--- src/rtl/clip_pkg.sv ---
// Shared definitions for the clip record/playback controller:
// FSM state encoding and the bit positions of the synchronized control bus.
package clip_pkg;

  typedef enum logic [1:0] {
    IDLE   = 2'd0,
    RECORD = 2'd1,
    PLAY   = 2'd2
  } state_t;

  localparam int Q_RESET  = 4;
  localparam int Q_RECORD = 3;
  localparam int Q_PLAY   = 2;
  localparam int Q_SEL_WR = 1;
  localparam int Q_SEL_RD = 0;

endpackage

--- src/rtl/clip_controller_edge_detect.sv ---
// Registered rising-edge detector: rise is high for the cycle in which a
// bit is 1 and was 0 at the previous clock edge.
module edge_detect #(
  parameter int W = 2
) (
  input  logic         clock,
  input  logic         reset,
  input  logic [W-1:0] sig,
  output logic [W-1:0] rise
);

  logic [W-1:0] prev_q;
  logic [W-1:0] prev_d;

  always_comb begin
    prev_d = sig;
  end

  always_ff @(posedge clock or posedge reset) begin
    if (reset) begin
      prev_q <= '0;
    end else begin
      prev_q <= prev_d;
    end
  end

  assign rise = sig & ~prev_q;

endmodule

--- src/rtl/clip_controller.sv ---
// Four-slot clip recorder/player: turns button rises and an audio-rate tick
// into one-cycle clip-memory write/read strobes with a {clip, offset} address.
module clip_controller
  import clip_pkg::*;
#(
  parameter int CLIP_DEPTH = 4096,
  parameter int OFS_W      = $clog2(CLIP_DEPTH)
) (
  input  logic             clock,
  input  logic             reset,
  input  logic [4:0]       q,
  input  logic             sample_tick,
  output logic             mem_we,
  output logic             mem_re,
  output logic [OFS_W+1:0] mem_addr,
  output logic [1:0]       state,
  output logic [1:0]       active_clip,
  output logic [3:0]       clip_valid,
  output logic             done
);

  localparam logic [OFS_W:0] FULL_LEN = (OFS_W+1)'(CLIP_DEPTH);

  state_t           state_q, state_d;
  logic [OFS_W-1:0] offset_q, offset_d;
  logic [1:0]       clip_q, clip_d;
  logic [3:0]       valid_q, valid_d;
  logic [OFS_W:0]   len_q [4];
  logic [OFS_W:0]   len_d [4];
  logic             we_q, we_d;
  logic             re_q, re_d;
  logic [OFS_W+1:0] addr_q, addr_d;
  logic             done_q, done_d;

  logic [1:0] rise;
  logic       rec_rise;
  logic       play_rise;
  logic [1:0] sel;

  edge_detect #(.W(2)) u_edge (
    .clock (clock),
    .reset (reset),
    .sig   ({q[Q_RECORD], q[Q_PLAY]}),
    .rise  (rise)
  );

  assign rec_rise  = rise[1];
  assign play_rise = rise[0];
  // clipselectionread is the MSB of the clip number
  assign sel       = {q[Q_SEL_RD], q[Q_SEL_WR]};

  always_comb begin
    state_d  = state_q;
    offset_d = offset_q;
    clip_d   = clip_q;
    valid_d  = valid_q;
    len_d    = len_q;
    we_d     = 1'b0;
    re_d     = 1'b0;
    addr_d   = addr_q;
    done_d   = 1'b0;

    if (q[Q_RESET]) begin
      state_d  = IDLE;
      offset_d = '0;
      valid_d  = '0;
      for (int i = 0; i < 4; i++) begin
        len_d[i] = '0;
      end
    end else begin
      case (state_q)
        IDLE: begin
          if (rec_rise) begin
            state_d      = RECORD;
            offset_d     = '0;
            clip_d       = sel;
            valid_d[sel] = 1'b0;
          end else if (play_rise && valid_q[sel]) begin
            state_d  = PLAY;
            offset_d = '0;
            clip_d   = sel;
          end
        end
        RECORD: begin
          // A stop request beats a coincident tick, so no write follows it
          if (rec_rise) begin
            state_d         = IDLE;
            done_d          = 1'b1;
            len_d[clip_q]   = {1'b0, offset_q};
            valid_d[clip_q] = (offset_q != '0);
          end else if (sample_tick) begin
            we_d     = 1'b1;
            addr_d   = {clip_q, offset_q};
            offset_d = offset_q + 1'b1;
            if (offset_q == '1) begin
              state_d         = IDLE;
              done_d          = 1'b1;
              len_d[clip_q]   = FULL_LEN;
              valid_d[clip_q] = 1'b1;
            end
          end
        end
        PLAY: begin
          if (play_rise) begin
            state_d = IDLE;
            done_d  = 1'b1;
          end else if (sample_tick) begin
            re_d     = 1'b1;
            addr_d   = {clip_q, offset_q};
            offset_d = offset_q + 1'b1;
            if ({1'b0, offset_q} + (OFS_W+1)'(1) == len_q[clip_q]) begin
              state_d = IDLE;
              done_d  = 1'b1;
            end
          end
        end
        default: state_d = IDLE;
      endcase
    end
  end

  always_ff @(posedge clock or posedge reset) begin
    if (reset) begin
      state_q  <= IDLE;
      offset_q <= '0;
      clip_q   <= '0;
      valid_q  <= '0;
      we_q     <= 1'b0;
      re_q     <= 1'b0;
      addr_q   <= '0;
      done_q   <= 1'b0;
      for (int i = 0; i < 4; i++) begin
        len_q[i] <= '0;
      end
    end else begin
      state_q  <= state_d;
      offset_q <= offset_d;
      clip_q   <= clip_d;
      valid_q  <= valid_d;
      we_q     <= we_d;
      re_q     <= re_d;
      addr_q   <= addr_d;
      done_q   <= done_d;
      for (int i = 0; i < 4; i++) begin
        len_q[i] <= len_d[i];
      end
    end
  end

  assign mem_we      = we_q;
  assign mem_re      = re_q;
  assign mem_addr    = addr_q;
  assign state       = state_q;
  assign active_clip = clip_q;
  assign clip_valid  = valid_q;
  assign done        = done_q;

endmodule

--- config.mk ---
export PLATFORM = sky130hd
export DESIGN_NAME = clip_controller
export DESIGN_NICKNAME = d
export VERILOG_FILES = /design/src/rtl/clip_pkg.sv /design/src/rtl/clip_controller_edge_detect.sv /design/src/rtl/clip_controller.sv
export SDC_FILE = /design/constraint.sdc
export NUM_CORES = 1
export LEC_CHECK = 0
export CORE_ASPECT_RATIO = 0.9
export CORE_UTILIZATION = 60
export DETAILED_ROUTE_END_ITERATION = 12
export MAX_ROUTING_LAYER = met4
export PLACE_DENSITY = 0.85
export REMOVE_ABC_BUFFERS = 1
export SETUP_SLACK_MARGIN = 0.4
export SYNTH_ARGS = -nofsm -noshare
export SYNTH_HDL_FRONTEND = slang
export SYNTH_SLANG_ARGS = --single-unit
--- constraint.sdc ---
create_clock -name clock -period 4.6 [get_ports clock]
set_input_delay 0.92 -clock clock [delete_from_list [all_inputs] [get_ports clock]]
set_output_delay 0.92 -clock clock [all_outputs]
set_load 0.005 [all_outputs]
=== Yosys cells after proc, flatten, opt, wreduce, memory -nomap -nowiden ===
Cells that the tools add are included.

* Register bits after elaboration: 91
* Bits of input ports: 8
* Output and inout bits: 25
* Word-level logic and storage cells: 126

* Add/subtract/negate cells: 2
* Magnitude comparators: 6
* Equal/unequal tests: 14
* Muxes and demuxes: 62
* Bitwise gates (word level): 10
* Reductions and logical operators: 19

{| class="wikitable"
|+ Operators by type and width
! operator !! number
|-
| $mux 52 || 5
|-
| $mux 12 || 6
|-
| $bwmux 52 || 1
|-
| $and 48x48->48 || 1
|-
| $not 48->48 || 1
|-
| $mux 14 || 3
|-
| $mux 13 || 3
|-
| $pmux 12 s3 || 1
|-
| $pmux 14 s2 || 1
|-
| $bmux 13 s2 || 1
|-
| $demux 13 s2 || 1
|-
| $mux 2 || 11
|-
| $mux 4 || 5
|-
| $ne 4x4->1 const B || 5
|-
| $mux 1 || 17
|-
| $add 12x1->13 const B || 1
|-
| $eq 13x13->1 || 1
|-
| $add 12x1->12 const B || 1
|-
| $eq 12x12->1 const B || 1
|-
| $reduce_and 4->1 || 3
|-
| $reduce_bool 12->1 || 1
|-
| $ne 3x3->1 const B || 3
|-
| $reduce_bool 3->1 || 3
|-
| $or 4x4->4 || 2
|-
| 25 further kinds || 35
|}

=== Depth between registers and ports, before layout ===
* Depth in word-level cells: 12
* Gate-level depth with buffers: 9
* Mapped depth without buffers: 8

=== Modules after synthesis ===
Synthesis repeated with hierarchy kept, for this count alone.

* Cells, all modules: 454
* Area total of the unflattened synthesis: 4788.3 µm²

{| class="wikitable"
|+ By module, submodules not included
! module !! instances !! cells an instance !! area each (µm²) !! seq. area each (µm²)
|-
| clip_controller || 1 || 449 || 4707.0 || 2227.1
|-
| edge_detect || 1 || 5 || 81.3 || 50.0
|}

=== Least setup slack after synthesis ===
Ideal clock, no wire load.

* Path kind: in2reg
* Start point: in q[1]
* End point: reg offset_q[3]
* Setup time: 0.096 ns
* Arrival time: 2.555 ns
* Data required time: 4.504 ns
* Path slack: 1.949 ns
* Stages on the path: 7
* Path buffers: 1
* Cell sequence: mux4_2 > a21oi_1 > a21oi_1 > a21oi_1 > clkbuf_1 > o21ai_0 > o31ai_1

* Cells in the longest elaborated chain, start to end: 5

{| class="wikitable"
|+ RTL lines
! element !! line !! source
|-
| start: declaration || clip_controller.sv:11 || <nowiki>input logic [4:0] q,</nowiki>
|-
| $bmux 1 s2 || clip_controller.sv:78 || <nowiki>end else if (play_rise && valid_q[sel]) begin</nowiki>
|-
| $mux 1 (not written as such) || clip_controller.sv:78 ||
|-
| $logic_and 1x1->1 || clip_controller.sv:78 ||
|-
| $ne 4x4->1 (no line) || - ||
|-
| $reduce_and 4->1 (no line) || - ||
|-
| end signal: assignment || clip_controller.sv:137 || <nowiki>offset_q <= offset_d;</nowiki>
|-
| end: declaration || clip_controller.sv:25 || <nowiki>logic [OFS_W-1:0] offset_q, offset_d;</nowiki>
|}

No other way between the ends. The select of a mux whose other input is x is not followed.
A chain may end at the register's enable or synchronous reset.

=== Worst setup path after layout ===
* Start point: reg offset_q[1]
* End point: reg len_q[8] (netlist bit)

* Cells in the longest elaborated chain, start to end: 3

{| class="wikitable"
|+ RTL lines
! element !! line !! source
|-
| $eq 12x12->1 || clip_controller.sv:95 || <nowiki>if (offset_q == '1) begin</nowiki>
|-
| $reduce_bool 3->1 (no line) || - ||
|-
| $reduce_and 3->1 (no line) || - ||
|-
| end signal: indexed assignment || clip_controller.sv:145 || <nowiki>len_q[i] <= len_d[i];</nowiki>
|-
| end: declaration || clip_controller.sv:28 || <nowiki>logic [OFS_W:0] len_q [4];</nowiki>
|}

No other way between the ends.

==> results_dict.tcl <==
set metrics [dict create \
    cp.required_ns 4.86 \
    dr.pass1.iters 5 \
    cp.buffers_inverters 0 \
    tightest_slew_ns 0.7689 \
    ys.flop_type "dfrtp_1" \
    skew_ns 0.007426 \
    nets 481 \
    total_power_mw 1.735 \
    gp_congestion 0.8986 \
    crit_type "reg -> reg" \
    yosysSeqAreaShare_pct 48.42 \
    fillers 581 \
    clkPwrFrac_pct 33.0 \
    drc 0 \
    drive_above_1_share_pct 13.77 \
    endpoint_kind "flop" \
    grt.total_usage_pct 31.57 \
    status "finished, final reports clean" \
    ir_drop_mv 0.2233 \
    drt-initial-drc-count 315 \
    diodes 0 \
    highest_layer "met4" \
    io_buffers 32 \
    pre_cts_ws_ns 1.344 \
    cp.arrival_ns 3.46 \
    synth_seq_cells 91 \
    yosys_warnings 0 \
    cp_max_fo 10 \
    clock-sinks 91 \
    avgSynthCellArea_sq_um 10.52 \
    clk_pin_slew_ns 0.09 \
    dieArea_sq_mm 0.008197 \
    antenna_left 0 \
    routedWlPerCell_microns 19.72 \
    timing.final.crit_share_pct 69.60 \
    antenna_found_initial 0 \
    synthCells 447 \
    dpl.cell_count 553 \
    met3_length_microns 994 \
    die_w_microns 95.33 \
    cpPeakStageDelay_ns 0.56 \
    p_switching_mw 0.4826 \
    cts_buffers 9 \
    viasPerCell 6.576 \
    hold_violations 0 \
    grt_max_degree 61 \
    finalSetupTns_ns 0 \
    grt_pass1_wl_microns 18720 \
    hold_class "reg -> reg" \
    rsz0062_at_grt "no" \
    synth_top_family_by_area "compound AO/OA/AOI/OAI gates" \
    met2_length_microns 5245 \
    hold_buffers 0 \
    slew_violations 0 \
    cts_tree "done" \
    synthSimpleGateAreaFrac_pct 14.05 \
    clk_latency_ns 0.37 \
    wl_met1_microns 4670 \
    cts-root-buf "clkbuf_8" \
    syn_area_sq_mm 0.004703 \
    areaGrowthSynthToFinish_pct 11.76 \
    final_cells 568 \
    cts.repair.resized 0 \
    synth-edff-count 0 \
    switching_share_pct 27.82 \
    die_h_microns 86.00 \
    crit_family "simple AND/OR/NAND/NOR gates" \
    gr-total-overflow 0 \
    p_comb_share_pct 17.4 \
    fin_ws_ns 1.398 \
    first_global_vias 3667 \
    setup_viol_count_final 0 \
    p_int_mw 1.252 \
    pin_count 33 \
    synth.area.mux_share_pct 10.51 \
    post-route-min-period_ns 3.202 \
    start_util_pct 62.03 \
    core_region_area_sq_mm 0.007582 \
    synthAdderAreaFrac_pct 1.330 \
    p_per_area_mw_per_mm2 330.0 \
    synth_xor_area_share_pct 2.687 \
    slowest_stage "dfrtp_1" \
    synthArstFlopShare_pct 100.0 \
    maxCapViolations 0 \
    num_rows 30 \
    synth_cell_types 57 \
    htree_levels 3 \
    postCtsSetupBuffers 0 \
    via_count 3735 \
    seq_power_share_pct 49.7 \
    hpwl_microns 7690 \
    fmax_mhz 312.3 \
    path_cells "ha_1 -> nand3_1 -> nor3_1 -> a21o_2 -> nand4_1 -> and2_1 -> a22o_1" \
    p_leak_nw 2.214 \
    critPathLaunchType "flop" \
    cts.path.max_buffers 2 \
    slew_headroom_pct 48.55 \
    wl_microns 11200 \
    synth_compound_area_share_pct 18.28 \
    whs_ns 0.4864 \
]
metal layers:
metal | vias up | GRT usage [%]
met5 | - | -
met4 | 0 | 10.33
met3 | 28 | 6.826
met2 | 197 | 47.66
met1 | 1828 | 42.59
li1 | 1682 | -
synthesized netlist by cell type (2+ instances only):
cell / number / share of area [%]
and2_1: 5 / 0.67
clkbuf_1: 22 / 1.8
and3_1: 4 / 0.53
nor4_1: 4 / 0.53
nand4_1: 5 / 0.67
nor2_1: 35 / 2.8
o31ai_1: 5 / 0.80
nand3_1: 18 / 1.9
xnor2_2: 2 / 0.69
o21ai_0: 34 / 3.6
mux2i_1: 3 / 0.64
buf_6: 2 / 0.48
xor2_1: 3 / 0.56
ha_1: 5 / 1.3
mux4_2: 13 / 6.2
mux2_2: 13 / 3.1
inv_1: 11 / 0.88
a31oi_1: 5 / 0.67
buf_4: 3 / 0.48
dfrtp_1: 91 / 48
or3_1: 2 / 0.27
a22o_1: 32 / 6.0
a211oi_1: 3 / 0.48
o22ai_1: 3 / 0.40
nor2b_1: 4 / 0.53
a32o_1: 2 / 0.43
nand2_1: 46 / 3.7
o2111ai_1: 2 / 0.37
a21oi_1: 27 / 2.9
a22oi_1: 4 / 0.64
nor3_1: 7 / 0.74
clkbuf_8: 3 / 0.88
xnor2_1: 5 / 0.93
worst register-to-register path, delay by kind of cell (launching register included):
| kind | cells | cell delay, ns |
|---|---|---|
| DFF | 1 | 0.56 |
| and+or+nand+nor | 4 | 1.66 |
| AOI/OAI and AO/OA | 2 | 0.53 |
| adders and majority gates | 1 | 0.35 |
cells in the final DEF (no fill, tap or decap), drive strengths merged, types with 5 or more instances in the layout:
cell           instances
a21oi                 28
a22o                  32
a31oi                  5
and2                   5
buf                   10
clkbuf                12
clkdlybuf4s50         32
dfrtp                 91
ha                     5
inv                   10
mux2                  13
mux4                  14
nand2                 46
nand3                 19
nand4                  5
nor2                  35
nor3                   7
o21ai                 35
o31ai                  5
xnor2                  7
layout make-up:
cell class / instances / area [sq um] / share of cell area [%]
Tap cell: 96 / 120.1 / 2.285
Inverter: 12 / 46.29 / 0.8807
Clock buffer: 12 / 165.2 / 3.142
Sequential cell: 91 / 2277 / 43.32
Timing Repair Buffer: 42 / 395.4 / 7.522
Clock inverter: 3 / 46.29 / 0.8807
Multi-Input combinational cell: 312 / 2206 / 41.97
power groups by stage:
stage          logic (mW)  clock network, mW  registers, mW
2_1_floorplan       0.158                  0          0.888
3_3_place_gp        0.292                  0          0.875
3_5_place_dp        0.298                  0          0.878
4_1_cts             0.299              0.587          0.862
5_1_grt             0.329              0.613          0.868
6_report            0.301              0.572          0.862
registers in the layout, summed over array words and instances, names as in the netlist:
register,count
mem_addr,14
active_clip,2
len_q,52
done,1
offset_q,12
u_edge.prev_q,2
mem_re,1
mem_we,1
state,2
clip_valid,4
metrics by stage:
step | utilization (%) | area [sq um]
2_1_floorplan | - | 4526
3_3_place_gp | 66.53 | 5045
3_5_place_dp | 66.53 | 5045
4_1_cts | 69.32 | 5256
5_1_grt | 69.32 | 5256
6_report | 69.32 | 5256
cells by family (layout without fill, tap and decap cells):
logic type               Yosys count  after routing
buffers and inverters             44             69
AO/OA/AOI/OAI                    128            128
XOR/XNOR                          11             11
multiplexers                      30             30
flip-flops                        91             91
adder cells (fa/ha/maj)            5              5
AND/OR/NAND/NOR                  138            138
worst paths after layout:
kind,slack (ns),depth (start not counted),end,startpoint
min in group asynchronous,0.89,2,offset_q[6]$_DFFE_PP0P_,reset
max in group asynchronous,2.58,3,len_q[11]$_DFFE_PP0P_,reset
hold / removal,0.49,2,mem_addr[1]$_DFFE_PP0P_,mem_addr[1]$_DFFE_PP0P_
setup reg to reg,1.40,7,len_q[8]$_DFFE_PP0P_,offset_q[1]$_DFFE_PP0P_
setup / recovery,1.40,7,len_q[8]$_DFFE_PP0P_,offset_q[1]$_DFFE_PP0P_
hold reg to reg,0.49,2,mem_addr[1]$_DFFE_PP0P_,mem_addr[1]$_DFFE_PP0P_
Power figures use the tool's default switching activity.
